### src/rtl/display_scheduler_if.sv
// Display bus between the scheduler and the panel/LCD driver.
//
// Signals:
//   out_data   - snapshot of the selected channel value (DATA_W bits)
//   out_chan   - index 0..4 of the channel carried in out_data
//   out_valid  - transfer offered by the scheduler
//   out_ready  - transfer accepted by the display driver
//   frame_done - one-cycle pulse after channel 4 has been accepted
//
// Modports:
//   master - scheduler side (drives data/chan/valid/frame_done)
//   slave  - display driver side (drives out_ready)
interface display_scheduler_if #(
    parameter int DATA_W = 12
);
    logic [DATA_W-1:0] out_data;
    logic [2:0]        out_chan;
    logic              out_valid;
    logic              out_ready;
    logic              frame_done;

    modport master (
        output out_data,
        output out_chan,
        output out_valid,
        output frame_done,
        input  out_ready
    );

    modport slave (
        input  out_data,
        input  out_chan,
        input  out_valid,
        input  frame_done,
        output out_ready
    );
endinterface

### src/rtl/display_scheduler.sv
// Display scheduler: sequences five telemetry channels (voltage, current,
// power, temperature, efficiency) onto one shared display bus with a
// valid/ready handshake. Channels rotate automatically with a programmable
// dwell time after every accepted transfer; hold freezes the rotation on
// the current channel and a forced select jumps straight to a channel.
//
// Ports:
//   clk             - system clock, rising edge
//   reset           - asynchronous active-high reset
//   voltage_in      - channel 0 value
//   current_in      - channel 1 value
//   power_in        - channel 2 value
//   temperature_in  - channel 3 value
//   efficiency_in   - channel 4 value
//   enable          - auto-rotation enable (level)
//   hold            - freeze on the current channel (level)
//   sel_force_valid - request a jump to sel_force
//   sel_force       - forced channel index; values 5..7 are ignored
//   disp            - display bus (master side): out_data, out_chan,
//                     out_valid, out_ready, frame_done
module display_scheduler #(
    parameter int DATA_W       = 12,
    parameter int DWELL_CYCLES = 1000,
    parameter int CNT_W        = 16
) (
    input  logic                  clk,
    input  logic                  reset,
    input  logic [DATA_W-1:0]     voltage_in,
    input  logic [DATA_W-1:0]     current_in,
    input  logic [DATA_W-1:0]     power_in,
    input  logic [DATA_W-1:0]     temperature_in,
    input  logic [DATA_W-1:0]     efficiency_in,
    input  logic                  enable,
    input  logic                  hold,
    input  logic                  sel_force_valid,
    input  logic [2:0]            sel_force,
    display_scheduler_if.master   disp
);

    typedef enum logic [1:0] {
        IDLE,
        LOAD,
        SEND,
        DWELL
    } state_t;

    localparam logic [CNT_W-1:0] DWELL_LAST = CNT_W'(DWELL_CYCLES - 1);
    localparam logic [2:0]       LAST_CHAN  = 3'd4;

    state_t            state_reg,      state_next;
    logic [2:0]        chan_reg,       chan_next;
    logic [DATA_W-1:0] out_data_reg,   out_data_next;
    logic [2:0]        out_chan_reg,   out_chan_next;
    logic              out_valid_reg,  out_valid_next;
    logic              frame_done_reg, frame_done_next;
    logic [CNT_W-1:0]  dwell_reg,      dwell_next;

    logic              force_ok;
    logic [DATA_W-1:0] sel_data;

    // Out-of-range forced indices are simply not a request.
    assign force_ok = sel_force_valid && (sel_force <= LAST_CHAN);

    // Channel multiplexer feeding the snapshot register.
    always_comb begin
        sel_data = '0;
        case (chan_reg)
            3'd0:    sel_data = voltage_in;
            3'd1:    sel_data = current_in;
            3'd2:    sel_data = power_in;
            3'd3:    sel_data = temperature_in;
            3'd4:    sel_data = efficiency_in;
            default: sel_data = '0;
        endcase
    end

    always_ff @(posedge clk or posedge reset) begin
        if (reset) begin
            state_reg      <= IDLE;
            chan_reg       <= '0;
            out_data_reg   <= '0;
            out_chan_reg   <= '0;
            out_valid_reg  <= 1'b0;
            frame_done_reg <= 1'b0;
            dwell_reg      <= '0;
        end else begin
            state_reg      <= state_next;
            chan_reg       <= chan_next;
            out_data_reg   <= out_data_next;
            out_chan_reg   <= out_chan_next;
            out_valid_reg  <= out_valid_next;
            frame_done_reg <= frame_done_next;
            dwell_reg      <= dwell_next;
        end
    end

    always_comb begin
        state_next      = state_reg;
        chan_next       = chan_reg;
        out_data_next   = out_data_reg;
        out_chan_next   = out_chan_reg;
        out_valid_next  = out_valid_reg;
        frame_done_next = 1'b0;
        dwell_next      = dwell_reg;

        case (state_reg)
            IDLE: begin
                out_valid_next = 1'b0;
                if (force_ok) begin
                    chan_next  = sel_force;
                    state_next = LOAD;
                end else if (enable) begin
                    chan_next  = '0;
                    state_next = LOAD;
                end
            end

            LOAD: begin
                // Snapshot taken here keeps out_data stable for the whole
                // SEND phase regardless of input activity.
                out_data_next  = sel_data;
                out_chan_next  = chan_reg;
                out_valid_next = 1'b1;
                state_next     = SEND;
            end

            SEND: begin
                // Once offered, a transfer is never withdrawn; control
                // inputs wait until the dwell phase.
                if (disp.out_ready) begin
                    out_valid_next  = 1'b0;
                    dwell_next      = DWELL_LAST;
                    frame_done_next = (out_chan_reg == LAST_CHAN);
                    state_next      = DWELL;
                end
            end

            DWELL: begin
                if (force_ok) begin
                    chan_next  = sel_force;
                    state_next = LOAD;
                end else if (dwell_reg == '0) begin
                    if (!enable) begin
                        state_next = IDLE;
                    end else if (hold) begin
                        state_next = LOAD;
                    end else begin
                        chan_next  = (chan_reg == LAST_CHAN) ? 3'd0 : chan_reg + 3'd1;
                        state_next = LOAD;
                    end
                end else begin
                    dwell_next = dwell_reg - 1'b1;
                end
            end

            default: begin
                state_next = IDLE;
            end
        endcase
    end

    assign disp.out_data   = out_data_reg;
    assign disp.out_chan   = out_chan_reg;
    assign disp.out_valid  = out_valid_reg;
    assign disp.frame_done = frame_done_reg;

endmodule

### src/flat_wrapper.sv
// flat-port wrapper written by rule: the top's interface ports become plain ports
module display_scheduler_flat 
#(
    parameter int DATA_W       = 12,
    parameter int DWELL_CYCLES = 1000,
    parameter int CNT_W        = 16
)
  (clk, reset, voltage_in, current_in, power_in, temperature_in, efficiency_in, enable, hold, sel_force_valid, sel_force, disp_out_data, disp_out_chan, disp_out_valid, disp_frame_done, disp_out_ready);
  display_scheduler_if #(.DATA_W(DATA_W)) disp_i ();
  input  logic clk;
  input  logic reset;
  input  logic [DATA_W-1:0] voltage_in;
  input  logic [DATA_W-1:0] current_in;
  input  logic [DATA_W-1:0] power_in;
  input  logic [DATA_W-1:0] temperature_in;
  input  logic [DATA_W-1:0] efficiency_in;
  input  logic enable;
  input  logic hold;
  input  logic sel_force_valid;
  input  logic [2:0] sel_force;
  output wire logic [$bits(disp_i.out_data)-1:0] disp_out_data;
  output wire logic [$bits(disp_i.out_chan)-1:0] disp_out_chan;
  output wire logic [$bits(disp_i.out_valid)-1:0] disp_out_valid;
  output wire logic [$bits(disp_i.frame_done)-1:0] disp_frame_done;
  input wire logic [$bits(disp_i.out_ready)-1:0] disp_out_ready;
  assign disp_out_data = disp_i.out_data;
  assign disp_out_chan = disp_i.out_chan;
  assign disp_out_valid = disp_i.out_valid;
  assign disp_frame_done = disp_i.frame_done;
  assign disp_i.out_ready = disp_out_ready;
  display_scheduler #(.DATA_W(DATA_W), .DWELL_CYCLES(DWELL_CYCLES), .CNT_W(CNT_W)) u_core (.clk(clk), .reset(reset), .voltage_in(voltage_in), .current_in(current_in), .power_in(power_in), .temperature_in(temperature_in), .efficiency_in(efficiency_in), .enable(enable), .hold(hold), .sel_force_valid(sel_force_valid), .sel_force(sel_force), .disp(disp_i));
endmodule
### config.mk
export PLATFORM = sky130hd
export DESIGN_NAME = display_scheduler_flat
export DESIGN_NICKNAME = d
export VERILOG_FILES = /design/src/rtl/display_scheduler_if.sv /design/src/rtl/display_scheduler.sv /design/src/flat_wrapper.sv
export SDC_FILE = /design/constraint.sdc
export NUM_CORES = 1
export LEC_CHECK = 0
export CAP_MARGIN = 5
export CORE_AREA = 2 2 87 81
export CTS_CLUSTER_SIZE = 20
export DETAILED_ROUTE_END_ITERATION = 8
export DIE_AREA = 0 0 89 83
export PLACE_DENSITY = 0.77
export SLEW_MARGIN = 15
export SYNTH_ARGS = -nofsm -noshare
export SYNTH_HDL_FRONTEND = slang
export SYNTH_SLANG_ARGS = --single-unit
### constraint.sdc
create_clock -name clk -period 2.1 [get_ports clk]
set_clock_uncertainty 0.1 [all_clocks]
set_input_delay 0.42 -clock clk [delete_from_list [all_inputs] [get_ports clk]]
set_output_delay 0.42 -clock clk [all_outputs]
set_load 0.05 [all_outputs]
==> load_flow_metrics.sql <==
INSERT INTO impl_metrics (metric_group, metric, value, unit) VALUES
('placement', 'hpwlAfterDp', '5.72', 'mm'),
('cts', 'cts_max_path_buffers', '2', ''),
('logic_synthesis', 'synth.area.top_cells', 'sky130_fd_sc_hd__dfrtp_1, sky130_fd_sc_hd__mux2_2, sky130_fd_sc_hd__ha_1', ''),
('final_layout', 'fin_area', '3850', 'um^2'),
('min_path', 'hold_path_end', 'u_core.disp.out_valid', ''),
('final_layout', 'final_cells', '461', ''),
('cts', 'ctsRootBufferMaster', 'sky130_fd_sc_hd__clkbuf_8', ''),
('outcome', 'status', 'finished, final reports clean', ''),
('logic_synthesis', 'netlist_top_cells_count', 'sky130_fd_sc_hd__dfrtp_1, sky130_fd_sc_hd__inv_1, sky130_fd_sc_hd__mux2_2, sky130_fd_sc_hd__nor2_1, sky130_fd_sc_hd__nand2_1', ''),
('run', 'timing.max_cap.violations', '0', ''),
('logic_synthesis', 'synth.net_count', '340', ''),
('die', 'fp.dieArea', '7390', 'um^2'),
('route', 'detailroute.via_count', '2428', ''),
('cts', 'cts_sinks', '38', ''),
('final_layout', 'post_route_cells_drive_above_1_share', '23.2', '%'),
('logic_synthesis', 'post_synth_fa_ha_maj_area_fraction', '5.49', '%'),
('critical_path', 'crit_path_max_incr_delay', '580', 'ps'),
('critical_path', 'start_kind', 'flop', ''),
('min_path', 'hold_path_depth', '1', ''),
('die', 'fp.dieH', '83', 'um'),
('route', 'drt_first_iter_violations', '147', ''),
('final_layout', 'nFillCells', '564', ''),
('logic_synthesis', 'synth_enable_flop_cells', '0', ''),
('placement', 'place.port_buffers', '85', ''),
('min_path', 'hold_path_startpoint', 'u_core.disp.out_valid', ''),
('pwr', 'total_power', '0.00437', 'W'),
('route', 'route.detailed.wl_per_inst', '15.6', 'um'),
('pwr', 'power_density', '1130', 'nW/um^2'),
('timing', 'drv_slew', '0', ''),
('placement', 'dp.cells', '449', ''),
('critical_path', 'timing.rr.start', 'u_core.dwell_reg[5]', ''),
('timing', 'hold_violations', '0', ''),
('critical_path', 'critPathKind', 'reg -> reg', ''),
('logic_synthesis', 'synthesis.area_per_instance', '9.65', 'um^2'),
('logic_synthesis', 'netlist.area_leader.share', '37.9', '%'),
('route', 'number_of_remaining_drc_errors', '0', ''),
('die', 'num_rows', '28', ''),
('cts', 'tritoncts.num_buffers', '5', ''),
('final_layout', 'fin_util', '59.8', '%'),
('timing', 'slew-limit-headroom', '63.3', '%'),
('critical_path', 'cp_cell_sequence', 'or4_4 -> nor4_4 -> nand2b_1 -> or3_1 -> a21oi_1', ''),
('critical_path', 'cp_max_fo', '4', ''),
('logic_synthesis', 'synthMuxAreaShare', '9.63', '%'),
('die', 'initial_core_util', '38.9', '%'),
('cts', 'clock_latency', '290', 'ps'),
('logic_synthesis', 'yosys.area_share.simple', '19.0', '%'),
('critical_path', 'critPathSlowestCell', 'sky130_fd_sc_hd__or4_4', ''),
('global_route', 'tot_gr_track_use', '19.9', '%'),
('placement', 'gp_congestion', '0.845', ''),
('global_route', 'grt_pass1_vias', '2525', ''),
('logic_synthesis', 'synth_cells', '260', ''),
('final_layout', 'area_delta_synth_final', '53.6', '%'),
('logic_synthesis', 'ys_ff_latch', '38', ''),
('timing', 'period_share', '97.9', '%'),
('logic_synthesis', 'synth_top_family_by_area', 'compound AO/OA/AOI/OAI gates', ''),
('timing', 'final.setup.tns', '0', 'ps'),
('logic_synthesis', 'synth_xor_xnor_area_share', '0.349', '%'),
('route', 'drtAntennaViolNets', '0', ''),
('die', 'fp.dieW', '89', 'um'),
('critical_path', 'depth_of_the_worst_register_to_register_path', '5', ''),
('logic_synthesis', 'yosysSeqAreaShare', '37.9', '%'),
('logic_synthesis', 'netlist-cell-type-count', '50', ''),
('logic_synthesis', 'yosysMostFrequentCell', 'sky130_fd_sc_hd__dfrtp_1', ''),
('die', 'core_region_area', '6450', 'um^2'),
('pwr', 'peakVddDrop', '0.833', 'mV'),
('final_layout', 'nNetsFinal', '450', ''),
('logic_synthesis', 'netlist_area', '2510', 'um^2'),
('pwr', 'cellLeakagePower', '1.58', 'nW'),
('logic_synthesis', 'synthesis.yosys.warnings', '0', ''),
('timing', 'fmaxAchievable', '0.486', 'GHz'),
('placement', 'placed_cell_area', '3620', 'um^2');
## worst max-delay path: cells and delay by family (launching register included)
kind            cells  cell delay [ps]
flops               1              460
compound gates      1              140
simple gates        4             1290
## cell type report
cell class | count | area, um^2 | area share, %
Clock buffer | 6 | 82.6 | 2.14
Clock inverter | 2 | 60.1 | 1.56
Inverter | 21 | 78.8 | 2.05
Multi-Input combinational cell | 186 | 1470 | 38.1
Sequential cell | 38 | 955 | 24.8
Tap cell | 90 | 113 | 2.92
Timing Repair Buffer | 118 | 1090 | 28.4
## stage by stage
| stage | hold WS, ps | worst slack [ps] |
|---|---|---|
| global placement | 395 | -191 |
| CTS | 426 | 8.74 |
| detailed placement | 408 | -257 |
| finish | 423 | 44.2 |
| global route | 433 | -57.4 |
| floorplan | 405 | 4.62 |
## kinds of logic (layout without fill, tap and decap cells)
| group | count (synthesis) | after routing |
|---|---|---|
| mux | 22 | 22 |
| compound gates | 74 | 74 |
| buf+inv | 36 | 147 |
| flops | 38 | 38 |
| fa+ha+maj | 11 | 11 |
| xor+xnor | 1 | 1 |
| simple gates | 78 | 78 |
## cell usage in the layout, fill, tap and decap left out, drive strengths merged
| master | n |
|---|---|
| a41o | 1 |
| o41a | 1 |
| and3 | 1 |
| inv | 21 |
| or3 | 3 |
| nor4 | 5 |
| a31o | 2 |
| nand2 | 15 |
| buf | 36 |
| ha | 11 |
| o221ai | 1 |
| o21a | 2 |
| o21ai | 9 |
| nor3 | 5 |
| nand4 | 3 |
| nor3b | 2 |
| mux2i | 5 |
| dfrtp | 38 |
| or4 | 4 |
| xnor2 | 1 |
| nand3 | 4 |
| nor4b | 1 |
| a31oi | 3 |
| nand3b | 1 |
| nand2b | 6 |
| and4 | 2 |
| and2 | 3 |
| a21oi | 11 |
| or3b | 1 |
| bufinv | 2 |
| clkdlybuf4s50 | 82 |
| a21boi | 12 |
| nor2b | 5 |
| o31ai | 7 |
| a222oi | 12 |
| o22ai | 12 |
| mux2 | 17 |
| nor2 | 17 |
| clkbuf | 6 |
| a21bo | 1 |
## worst max-delay path by stage
stage	start	end	cells past startpoint
3_5_place_dp	sel_force[0]	u_core.dwell_reg[4]	7
3_3_place_gp	sel_force[0]	u_core.dwell_reg[4]	7
6_report	u_core.dwell_reg[5]	u_core.dwell_reg[12]	5
2_1_floorplan	u_core.state_reg[0]	u_core.dwell_reg[13]	8
5_1_grt	u_core.dwell_reg[1]	u_core.dwell_reg[8]	7
4_1_cts	u_core.dwell_reg[5]	u_core.chan_reg[2]	6
## timing repair
item	4_1_cts	5_1_grt
endpoints found under the setup margin	0	21
resized for setup	0	15
setup buffers	0	4
hold buffers	0	0
endpoints found under the hold margin	0	0
## per-layer routing
layer	global-route usage, %	vias up	wire [um]
met4	6.24	0	132
met1	25.5	1168	3130
li1	-	1189	-
met2	33.6	57	3690
met5	0	-	0
met3	3.68	14	237
## where the power goes
group | internal, W | switching [W] | total, W
clock | 0.000507 | 0.000266 | 0.000773
combinational | 0.00110 | 0.00141 | 0.00251
sequential | 0.000932 | 0.000149 | 0.00108
No activity file was read; power rests on OpenSTA's default activity.
